<file path="config.mk">
export PLATFORM = sky130hd
export DESIGN_NAME = alu_sequencer
export DESIGN_NICKNAME = d
export VERILOG_FILES = /design/src/rtl/alu_sequencer.sv
export SDC_FILE = /design/constraint.sdc
export NUM_CORES = 1
export LEC_CHECK = 0
export ABC_AREA = 1
export CAP_MARGIN = 20
export CORE_ASPECT_RATIO = 0.75
export CORE_UTILIZATION = 46
export DETAILED_ROUTE_END_ITERATION = 8
export HOLD_SLACK_MARGIN = 0.08
export PLACE_DENSITY_LB_ADDON = 0.25
export SLEW_MARGIN = 15
export SYNTH_ARGS = -nofsm -noshare
export SYNTH_HDL_FRONTEND = slang
export SYNTH_SLANG_ARGS = --single-unit
export TNS_END_PERCENT = 50
</file>
<file path="constraint.sdc">
create_clock -name clock -period 4.6 [get_ports clock]
set_clock_uncertainty 0.15 [all_clocks]
set_input_delay 0.92 -clock clock [delete_from_list [all_inputs] [get_ports clock]]
set_output_delay 0.92 -clock clock [all_outputs]
set_load 0.01 [all_outputs]
</file>
<file path="src/rtl/alu_sequencer.sv">
// Microcoded control sequencer for a register-file/ALU datapath: fetch (T0-T2),
// then class-dependent execute steps (T3-T6) with one-hot register strobes.
module alu_sequencer #(
    parameter int              NREG    = 16,
    parameter int              OPW     = 4,
    parameter logic [OPW-1:0]  ALU_ADD = OPW'(0),
    parameter logic [OPW-1:0]  ALU_AND = OPW'(1),
    parameter logic [OPW-1:0]  ALU_OR  = OPW'(2),
    parameter logic [OPW-1:0]  ALU_MUL = OPW'(12),
    parameter logic [OPW-1:0]  ALU_DIV = OPW'(13)
) (
    input  logic              clock,
    input  logic              clear_n,
    input  logic              start,
    input  logic              mem_rdy,
    input  logic [31:0]       ir,
    output logic              PCout,
    output logic              PCin,
    output logic              IncPC,
    output logic              MARin,
    output logic              Read,
    output logic              MDRin,
    output logic              MDRout,
    output logic              IRin,
    output logic              Yin,
    output logic              Cout,
    output logic              Zlowin,
    output logic              Zhighin,
    output logic              Zlowout,
    output logic              Zhighout,
    output logic              HIin,
    output logic              LOin,
    output logic [NREG-1:0]   Rin,
    output logic [NREG-1:0]   Rout,
    output logic [OPW-1:0]    ALUop,
    output logic              busy,
    output logic              done,
    output logic              illegal
);

    typedef enum logic [2:0] {IDLE, T0, T1, T2, T3, T4, T5, T6} state_t;

    state_t      state_q, state_d;
    logic [4:0]  opcode_q, opcode_d;
    logic [3:0]  ra_q, ra_d, rb_q, rb_d, rc_q, rc_d;
    logic        illegal_q, illegal_d;

    logic           ir_legal;
    logic           cls_unary, cls_wide, cls_imm, cls_rtype;
    logic [OPW-1:0] alu_sel;
    logic           unused_ok;

    assign unused_ok = &{1'b0, ir[14:0]};

    function automatic logic [NREG-1:0] onehot(input logic [3:0] idx);
        logic [NREG-1:0] v;
        v = '0;
        for (int i = 0; i < NREG; i++) begin
            v[i] = (idx == 4'(i));
        end
        return v;
    endfunction

    // rc is only an operand for R-type; ra/rb are checked for every class.
    always_comb begin
        ir_legal = (ir[31:27] <= 5'h12)
                && ({1'b0, ir[26:23]} < 5'(NREG))
                && ({1'b0, ir[22:19]} < 5'(NREG))
                && ((ir[31:27] > 5'h0B) || ({1'b0, ir[18:15]} < 5'(NREG)));
    end

    always_comb begin
        cls_rtype = (opcode_q <= 5'h0B);
        cls_imm   = (opcode_q >= 5'h0C) && (opcode_q <= 5'h0E);
        cls_wide  = (opcode_q == 5'h0F) || (opcode_q == 5'h10);
        cls_unary = (opcode_q == 5'h11) || (opcode_q == 5'h12);
        case (opcode_q)
            5'h0C:   alu_sel = ALU_ADD;
            5'h0D:   alu_sel = ALU_AND;
            5'h0E:   alu_sel = ALU_OR;
            5'h0F:   alu_sel = ALU_MUL;
            5'h10:   alu_sel = ALU_DIV;
            default: alu_sel = OPW'(opcode_q);
        endcase
    end

    always_ff @(posedge clock or negedge clear_n) begin
        if (!clear_n) begin
            state_q   <= IDLE;
            opcode_q  <= '0;
            ra_q      <= '0;
            rb_q      <= '0;
            rc_q      <= '0;
            illegal_q <= 1'b0;
        end else begin
            state_q   <= state_d;
            opcode_q  <= opcode_d;
            ra_q      <= ra_d;
            rb_q      <= rb_d;
            rc_q      <= rc_d;
            illegal_q <= illegal_d;
        end
    end

    always_comb begin
        state_d   = state_q;
        opcode_d  = opcode_q;
        ra_d      = ra_q;
        rb_d      = rb_q;
        rc_d      = rc_q;
        illegal_d = illegal_q;
        PCout = 1'b0; PCin = 1'b0; IncPC = 1'b0; MARin = 1'b0;
        Read = 1'b0; MDRin = 1'b0; MDRout = 1'b0; IRin = 1'b0;
        Yin = 1'b0; Cout = 1'b0; Zlowin = 1'b0; Zhighin = 1'b0;
        Zlowout = 1'b0; Zhighout = 1'b0; HIin = 1'b0; LOin = 1'b0;
        Rin   = '0;
        Rout  = '0;
        ALUop = '0;
        done  = 1'b0;
        busy  = (state_q != IDLE);
        illegal = illegal_q;

        case (state_q)
            IDLE: begin
                if (start) begin
                    state_d   = T0;
                    illegal_d = 1'b0;
                end
            end
            T0: begin
                PCout = 1'b1; MARin = 1'b1; IncPC = 1'b1; Zlowin = 1'b1;
                state_d = T1;
            end
            T1: begin
                Zlowout = 1'b1; PCin = 1'b1; Read = 1'b1; MDRin = 1'b1;
                if (mem_rdy) state_d = T2;
            end
            T2: begin
                MDRout = 1'b1; IRin = 1'b1;
                opcode_d = ir[31:27];
                ra_d     = ir[26:23];
                rb_d     = ir[22:19];
                rc_d     = ir[18:15];
                if (ir_legal) begin
                    state_d = T3;
                end else begin
                    state_d   = IDLE;
                    illegal_d = 1'b1;
                end
            end
            T3: begin
                state_d = T4;
                if (cls_unary) begin
                    Rout = onehot(rb_q); ALUop = alu_sel; Zlowin = 1'b1;
                end else if (cls_wide) begin
                    Rout = onehot(ra_q); Yin = 1'b1;
                end else begin
                    Rout = onehot(rb_q); Yin = 1'b1;
                end
            end
            T4: begin
                state_d = cls_unary ? IDLE : T5;
                if (cls_unary) begin
                    Zlowout = 1'b1; Rin = onehot(ra_q); done = 1'b1;
                end else if (cls_wide) begin
                    Rout = onehot(rb_q); ALUop = alu_sel;
                    Zlowin = 1'b1; Zhighin = 1'b1;
                end else begin
                    if (cls_rtype) Rout = onehot(rc_q);
                    Cout   = cls_imm;
                    ALUop  = alu_sel;
                    Zlowin = 1'b1;
                end
            end
            T5: begin
                Zlowout = 1'b1;
                if (cls_wide) begin
                    LOin = 1'b1; state_d = T6;
                end else begin
                    Rin = onehot(ra_q); done = 1'b1; state_d = IDLE;
                end
            end
            T6: begin
                Zhighout = 1'b1; HIin = 1'b1; done = 1'b1;
                state_d = IDLE;
            end
            default: state_d = IDLE;
        endcase
    end

endmodule
</file>
==> reports/results.ini, run 1 <==
[status]
outcome=finished clean

[logic_synthesis]
yosysUniqueCellTypes=21
yosysWarnings=0
synth_fp_nets=415
synth_top_family_by_area=simple AND/OR/NAND/NOR gates
synth_mux_area_frac=0
syn_avg_cell_area_um2=5.45
synth_xor_area_frac=0
ys_seq_area_frac=0.254
synth_compound_area_frac=0.0654
yosys-top-cells-area=nand2_1 (31%), dfrtp_1 (25%), nand3_1 (10%)
yosys.area_share.simple=0.550
synth_top_area_frac=0.314
synthCells=379
synth_top_area_cell=nand2_1
synth_seq_cells=21
synth_fa_ha_area_frac=0
syn_area_um2=2070

[placed_design]
gp_congestion=0.864
post-place-ws_ns=1.29
port_buffers=75
hpwl_mm=4.78

[final_layout]
fillers=367
regArea_um2=526
utilization=0.678
area_delta_synth_final_pct=37.2
drive_gt1_frac=0.0362
diodes=0
finalNetCount=479
multi_input_area_um2=1270

[timing]
hold_slack_ns=0.375
tightest_slew_ns=0.966
finalHoldViolCount=0
max_freq_mhz=273
postLayoutSetupSlackWorst_ns=0.935
setup_viol=0
slew_viol_final=0
rsz0062_at_grt=no
period_minus_slack_ns=3.67
period_share=0.797
tns_ns=0
slew_headroom=0.355

[power_and_ir_drop]
leakage_nw=1.37
swShare=0.536
peakVddDrop_v=0.000289
combPwrFrac=0.680
power_density_nw_per_um2=552
p_total_mw=1.57
p_int_mw=0.726
pwr-share-clk=0.084
p_seq_frac=0.236
p_switching_mw=0.839

[clock_network]
hold_buffers=0
cts_resized=0
clkTransAtPathRegs_ns=0.08
cts_buffers=3
clock_path_buffers=2
worstSkewPairLatency_ns=0.27
postCtsSetupRepairBufs=0
cts_htree_levels=1
clock_sinks=21
cts_tree=built
cts_root_buffer=clkbuf_8

[job]
drv.max_cap_violation_count=0

[critical_path]
crit_type=register to output port
crit_arrival_ns=2.60
r2r_slack_ns=2.73
path_max_fanout=35
cp_cell_sequence=nor2_1, nand3_1, nand2_2, o21ai_2, inv_2, nor2_1, clkdlybuf4s50_1
crit_slowest_cell=nand2_2
cpPeakStageDelay_ns=0.53
crit_top_cell=nor2_1
crit_required_ns=3.53
start_kind=register
cp-end-kind=output port

[grt]
grt_max_degree=36
grt_pass1_wl_mm=9.98
antenna_found_initial=0
grt_overflow=0
gr-usage-all-layers=0.273
grt_pass1_vias=2123

[min_path]
hold_path.class=register to register

[die]
initial_utilization=0.495
die_w_um=79.4
dieArea_um2=4770
std_cell_rows=20
io_pins=91
die_h_um=60.1
core-area_um2=4180

[routing]
drt_iter0_markers=388
avgViaCountPerCell=5.22
drtPass1Iterations=5
num_vias=2592
ant_nets=0
route.detailed.drc=0
wire_per_inst_um=12.5
totalWireLength_mm=6.21

-- routing by layer --
| layer | GRT usage | wire (um) |
|---|---|---|
| met1 | 0.414 | 3020 |
| met2 | 0.395 | 2610 |
| met3 | 0.0534 | 529 |
| met4 | 0.0649 | 59 |
| met5 | 0 | 0 |
-- placed cells by master, fill, tap and decap left out, drive strengths merged --
| cell | n |
|---|---|
| o21ai | 25 |
| nor2 | 49 |
| buf | 2 |
| nand3 | 43 |
| inv | 39 |
| nor3 | 5 |
| nand2 | 174 |
| nand3b | 2 |
| nand4 | 2 |
| clkbuf | 3 |
| clkinvlp | 1 |
| clkdlybuf4s50 | 75 |
| o22ai | 1 |
| dfrtp | 21 |
-- power groups by stage --
stage	clock, mW	sequential, mW	combinational (mW)
5_1_grt	0.144	0.384	1.19
2_1_floorplan	0	0.355	0.735
6_report	0.131	0.369	1.06
3_5_place_dp	0	0.370	1.04
3_3_place_gp	0	0.365	1.03
4_1_cts	0.135	0.367	1.05
-- logic make-up after synthesis --
kind of cell	after synthesis
DFF	21
AOI/OAI and AO/OA	26
and+or+nand+nor	275
buffers and inverters	57
-- sequential cells by signal (all words and copies together), names as in the netlist --
register and flops:
illegal 1, rb_q 4, ra_q 4, rc_q 4, state_q 3, opcode_q 5
-- final timing paths --
path                                to   startpoint  cells after the start
max                            Rin[14]  opcode_q[2]                      7
min                        opcode_q[3]  opcode_q[3]                      2
max reg2reg                 state_q[2]  opcode_q[2]                      5
min reg2reg                opcode_q[3]  opcode_q[3]                      2
max in group asynchronous      rb_q[0]      clear_n                      2
min in group asynchronous      rc_q[1]      clear_n                      1
-- metrics by stage --
step,instances,area [um2]
after floorplan,379,2070
after global placement,492,2770
after detailed placement,492,2770
after CTS,496,2820
after global routing,497,2840
final,497,2840
-- worst max-delay path: cells and delay by family (launching register included) --
kind,cells,cell delay (ns)
AND/OR/NAND/NOR,4,1.05
buffers and inverters,2,0.76
flip-flops,1,0.41
AO/OA/AOI/OAI,1,0.10
-- synthesized netlist by cell type --
| library cell | count |
|---|---|
| o21ai_0 | 20 |
| clkbuf_1 | 3 |
| nand3_2 | 1 |
| nand4_1 | 2 |
| o21ai_2 | 1 |
| nor2_2 | 1 |
| o22ai_1 | 1 |
| nand3b_1 | 2 |
| buf_6 | 1 |
| nor2_1 | 48 |
| o21ai_1 | 4 |
| nand3_1 | 42 |
| inv_1 | 35 |
| dfrtp_1 | 21 |
| buf_2 | 2 |
| nand2_2 | 1 |
| buf_4 | 12 |
| inv_2 | 4 |
| nor3_4 | 2 |
| nand2_1 | 173 |
| nor3_1 | 3 |
-- area by class of cell --
| class | count | area share |
|---|---|---|
| clock buffers | 3 | 0.0146 |
| inverters | 39 | 0.0516 |
| multi-input cells | 301 | 0.449 |
| repair buffers | 77 | 0.273 |
| well taps | 55 | 0.0243 |
| clock inverters | 1 | 0.00265 |
| flip-flops and latches | 21 | 0.185 |
Power figures use the tool's default switching activity.
==> inputs of run 2 (changes only) <==
CORE_UTILIZATION = 43   (was 46)
clock period = 3.7 ns   (was 4.6 ns; I/O delays follow)
==> run 2 against run 1 <==
First-iteration DRC count is 14% lower. Core utilization down 5.1 points. Via count decreased by 0.96%. Die area up 6.8%. Sequential cell count did not move. Setup slack got worse by 0.62 ns. Global-route usage shrank 2.1 points.
==> reports/results.ini, run 2 (same netlist as run 1, synthesis figures left out) <==
[clock_network]
clkTransAtPathRegs_ns=0.08
worstSkewPairLatency_ns=0.26
cts_htree_levels=1
postCtsSetupRepairBufs=0
cts_root_buffer=clkbuf_8
cts_tree=built
cts_buffers=3
cts_resized=0
hold_buffers=0
clock_path_buffers=2
clock_sinks=21

[critical_path]
cp-endpoint=done
worstReg2RegStart=opcode_q[2]
worstReg2RegEnd=state_q[1]
path_max_fanout=29
cp-end-kind=output port
start_kind=register
rr_worst_depth=5
r2r_slack_ns=1.90
startpoint=opcode_q[2]
crit_required_ns=2.81
crit_arrival_ns=2.50
crit_type=register to output port

[final_layout]
largest_register_ffs=5
final_area_um2=2850
finalNetCount=481
layout_commonest_cell=nand2_1
drive_gt1_frac=0.0405
area_delta_synth_final_pct=38.0
fin_cells=501
final_cell_mix=nand2_1 (173), clkdlybuf4s50_1 (75), nor2_1 (48)
largest_register=opcode_q
diodes=0

[routing]
route.detailed.drc=0
drtPass1Iterations=5
avgViaCountPerCell=5.12
totalWireLength_mm=6.31
wire_per_inst_um=12.6
num_vias=2567
drt_iter0_markers=332
ant_nets=0

[timing]
slew_headroom=0.535
finalHoldViolCount=0
tightest_slew_ns=0.696
period_share=0.916
rsz0062_at_grt=no
setup_viol=0
slew_viol_final=0
max_freq_mhz=295
tns_ns=0
period_minus_slack_ns=3.39

[placed_design]
placed_cells=496
port_buffers=75
hpwl_mm=4.92
dpl_cell_area_um2=2790
gp_congestion=0.876

[grt]
grt_overflow=0
grt_pass1_vias=2049
gr-usage-all-layers=0.252
antenna_found_initial=0
grt_pass1_wl_mm=9.54
grt_max_degree=34

[job]
drv.max_cap_violation_count=0

[die]
std_cell_rows=21
die_w_um=82.1
core-area_um2=4550
dieArea_um2=5090
initial_utilization=0.455
io_pins=91
die_h_um=62.0

[power_and_ir_drop]
p_total_mw=1.95
peakVddDrop_v=0.000383
power_density_nw_per_um2=683
leakage_nw=1.38

[min_path]
hold_path.class=register to register

[status]
outcome=finished clean

-- run 2: where the power goes --
| group | total (mW) | switching [mW] | leakage [nW] | internal (mW) |
|---|---|---|---|---|
| combinational | 1.33 | 0.846 | 1.10 | 0.484 |
| sequential | 0.459 | 0.117 | 0.259 | 0.342 |
| clock | 0.158 | 0.0815 | 0.0217 | 0.0762 |
| total | 1.95 | 1.04 | 1.38 | 0.903 |
-- run 2: worst min-delay path by stage --
stage | start | end | slack [ns] | depth (start not counted)
CTS | illegal | illegal | 0.38 | 2
global route | illegal | illegal | 0.41 | 2
finish | opcode_q[3] | opcode_q[3] | 0.38 | 2
detailed placement | opcode_q[3] | opcode_q[3] | 0.36 | 2
global placement | opcode_q[3] | opcode_q[3] | 0.35 | 2
floorplan | clear_n | illegal | 0.29 | 0
-- run 2: cell type report --
cell class	instances	area [um2]
inverters	39	146
well taps	57	71.3
clock inverters	1	7.51
repair buffers	79	788
fillers	436	1690
flip-flops and latches	21	526
multi-input cells	301	1270
clock buffers	3	41.3
-- run 2: metal layers --
layer	routed length [um]	global-route usage
met1	3090	0.378
met4	21	0.0476
met5	0	0
met2	2770	0.381
met3	418	0.0409
-- run 2: per-stage QoR --
step	hold WS [ns]	setup slack (ns)	utilization
CTS	0.381	0.315	0.624
floorplan	0.294	1.51	-
detailed placement	0.360	0.630	0.614
global placement	0.354	0.645	0.614
global route	0.409	0.0852	0.628
finish	0.383	0.312	0.628
-- run 2: critical path, cell delays in order (launching register included) --
cell	delay [ns]
dfrtp_1	0.41
nor2_1	0.19
nand3_1	0.21
nand2_2	0.47
o21ai_2	0.09
inv_2	0.25
nand2_1	0.11
clkdlybuf4s50_1	0.50
==> inputs of run 3 (changes only) <==
ABC_CLOCK_PERIOD_IN_PS = 4300   (was default)
CORE_UTILIZATION = 45   (was 43)
clock period = 4.3 ns   (was 3.7 ns; I/O delays follow)
==> run 3 against run 2 <==
Clock-buffer cell count unchanged. Final cell count down 1.0%. Highest routed layer is now met3. Critical path type unchanged. Wire length shrank 1.7%. Combinational power down 14%. Register-to-register slack better by 0.50 ns. Die area is 4.3% lower. Critical path depth grew 1.
==> reports/results.ini, run 3 (same netlist as run 1, synthesis figures left out) <==
[placed_design]
dpl_cell_area_um2=2770
port_buffers=75
gp_congestion=0.871
hpwl_mm=4.83
placed_cells=492

[clock_network]
hold_buffers=0
cts_htree_levels=1
cts_resized=0
worstSkewPairLatency_ns=0.27
cts_root_buffer=clkbuf_8
cts_buffers=3
clock_path_buffers=2
postCtsSetupRepairBufs=0
clock_sinks=21
clkTransAtPathRegs_ns=0.09
cts_tree=built

[final_layout]
finalNetCount=478
layout_commonest_cell=nand2_1
area_delta_synth_final_pct=36.4
diodes=0
largest_register=opcode_q
drive_gt1_frac=0.0340
final_cell_mix=nand2_1 (173), clkdlybuf4s50_1 (75), nor2_1 (48)
fin_cells=496
largest_register_ffs=5
final_area_um2=2820

[routing]
wire_per_inst_um=12.5
route.detailed.drc=0
drt_iter0_markers=235
totalWireLength_mm=6.20
drtPass1Iterations=5
num_vias=2554
ant_nets=0
avgViaCountPerCell=5.15

[critical_path]
path_max_fanout=35
cp-end-kind=output port
r2r_slack_ns=2.40
crit_arrival_ns=2.59
crit_required_ns=3.29
start_kind=register
crit_type=register to output port

[power_and_ir_drop]
leakage_nw=1.36
peakVddDrop_v=0.000388
power_density_nw_per_um2=594
p_total_mw=1.67

[timing]
max_freq_mhz=277
finalHoldViolCount=0
tightest_slew_ns=0.979
rsz0062_at_grt=no
slew_viol_final=0
period_share=0.838
hold_slack_ns=0.380
slew_headroom=0.345
period_minus_slack_ns=3.60
tns_ns=0
setup_viol=0

[grt]
grt_overflow=0
grt_max_degree=36
gr-usage-all-layers=0.264
antenna_found_initial=0
grt_pass1_wl_mm=9.84
grt_pass1_vias=2093

[die]
dieArea_um2=4870
std_cell_rows=20
die_h_um=60.7
io_pins=91
core-area_um2=4230
die_w_um=80.3
initial_utilization=0.489

[min_path]
hold_path.class=register to register

[status]
outcome=finished clean

[job]
drv.max_cap_violation_count=0

[run 3: cell type report]
type | instances | area, um2
Clock buffer | 3 | 41.3
Clock inverter | 1 | 7.51
Fill cell | 418 | 1410
Inverter | 39 | 146
Multi-Input combinational cell | 301 | 1270
Sequential cell | 21 | 526
Tap cell | 55 | 68.8
Timing Repair Buffer | 76 | 758
[run 3: power breakdown]
| part | switching, mW | internal [mW] | total, mW | leakage [nW] |
|---|---|---|---|---|
| Clock | 0.0732 | 0.0656 | 0.139 | 0.0217 |
| Combinational | 0.723 | 0.415 | 1.14 | 1.08 |
| Sequential | 0.103 | 0.295 | 0.397 | 0.259 |
| Total | 0.899 | 0.775 | 1.67 | 1.36 |
[run 3: path summary, 6_finish.rpt]
path,start,endpoint,depth (start not counted)
worst max register to register,opcode_q[2],state_q[2],5
worst max-delay path,opcode_q[2],Rin[5],8
max in group asynchronous,clear_n,ra_q[2],1
worst min-delay path,opcode_q[3],opcode_q[3],2
worst min register to register,opcode_q[3],opcode_q[3],2
min in group asynchronous,clear_n,state_q[0],1
[run 3: stage by stage]
stage | utilization | worst slack, ns
floorplan | - | 1.99
global placement | 0.655 | 1.07
detailed placement | 0.655 | 1.03
CTS | 0.667 | 0.735
global route | 0.667 | 0.534
finish | 0.667 | 0.696
[run 3: critical path, cell delays in order, from the launching register on]
cell             delay [ns]
dfrtp_1                0.42
nand2_1                0.15
nor2_1                 0.07
nand2_1                0.12
nand2_2                0.38
o21ai_2                0.30
inv_2                  0.16
nor2_1                 0.14
clkdlybuf4s50_1        0.56
[run 3: metal layers]
layer / vias to the layer above / share of wire / GRT usage
met5: - / 0 / 0
met4: 0 / 0 / 0.00765
met3: 0 / 0.079 / 0.0406
met2: 116 / 0.43 / 0.407
met1: 1138 / 0.49 / 0.411
li1: 1300 / - / -
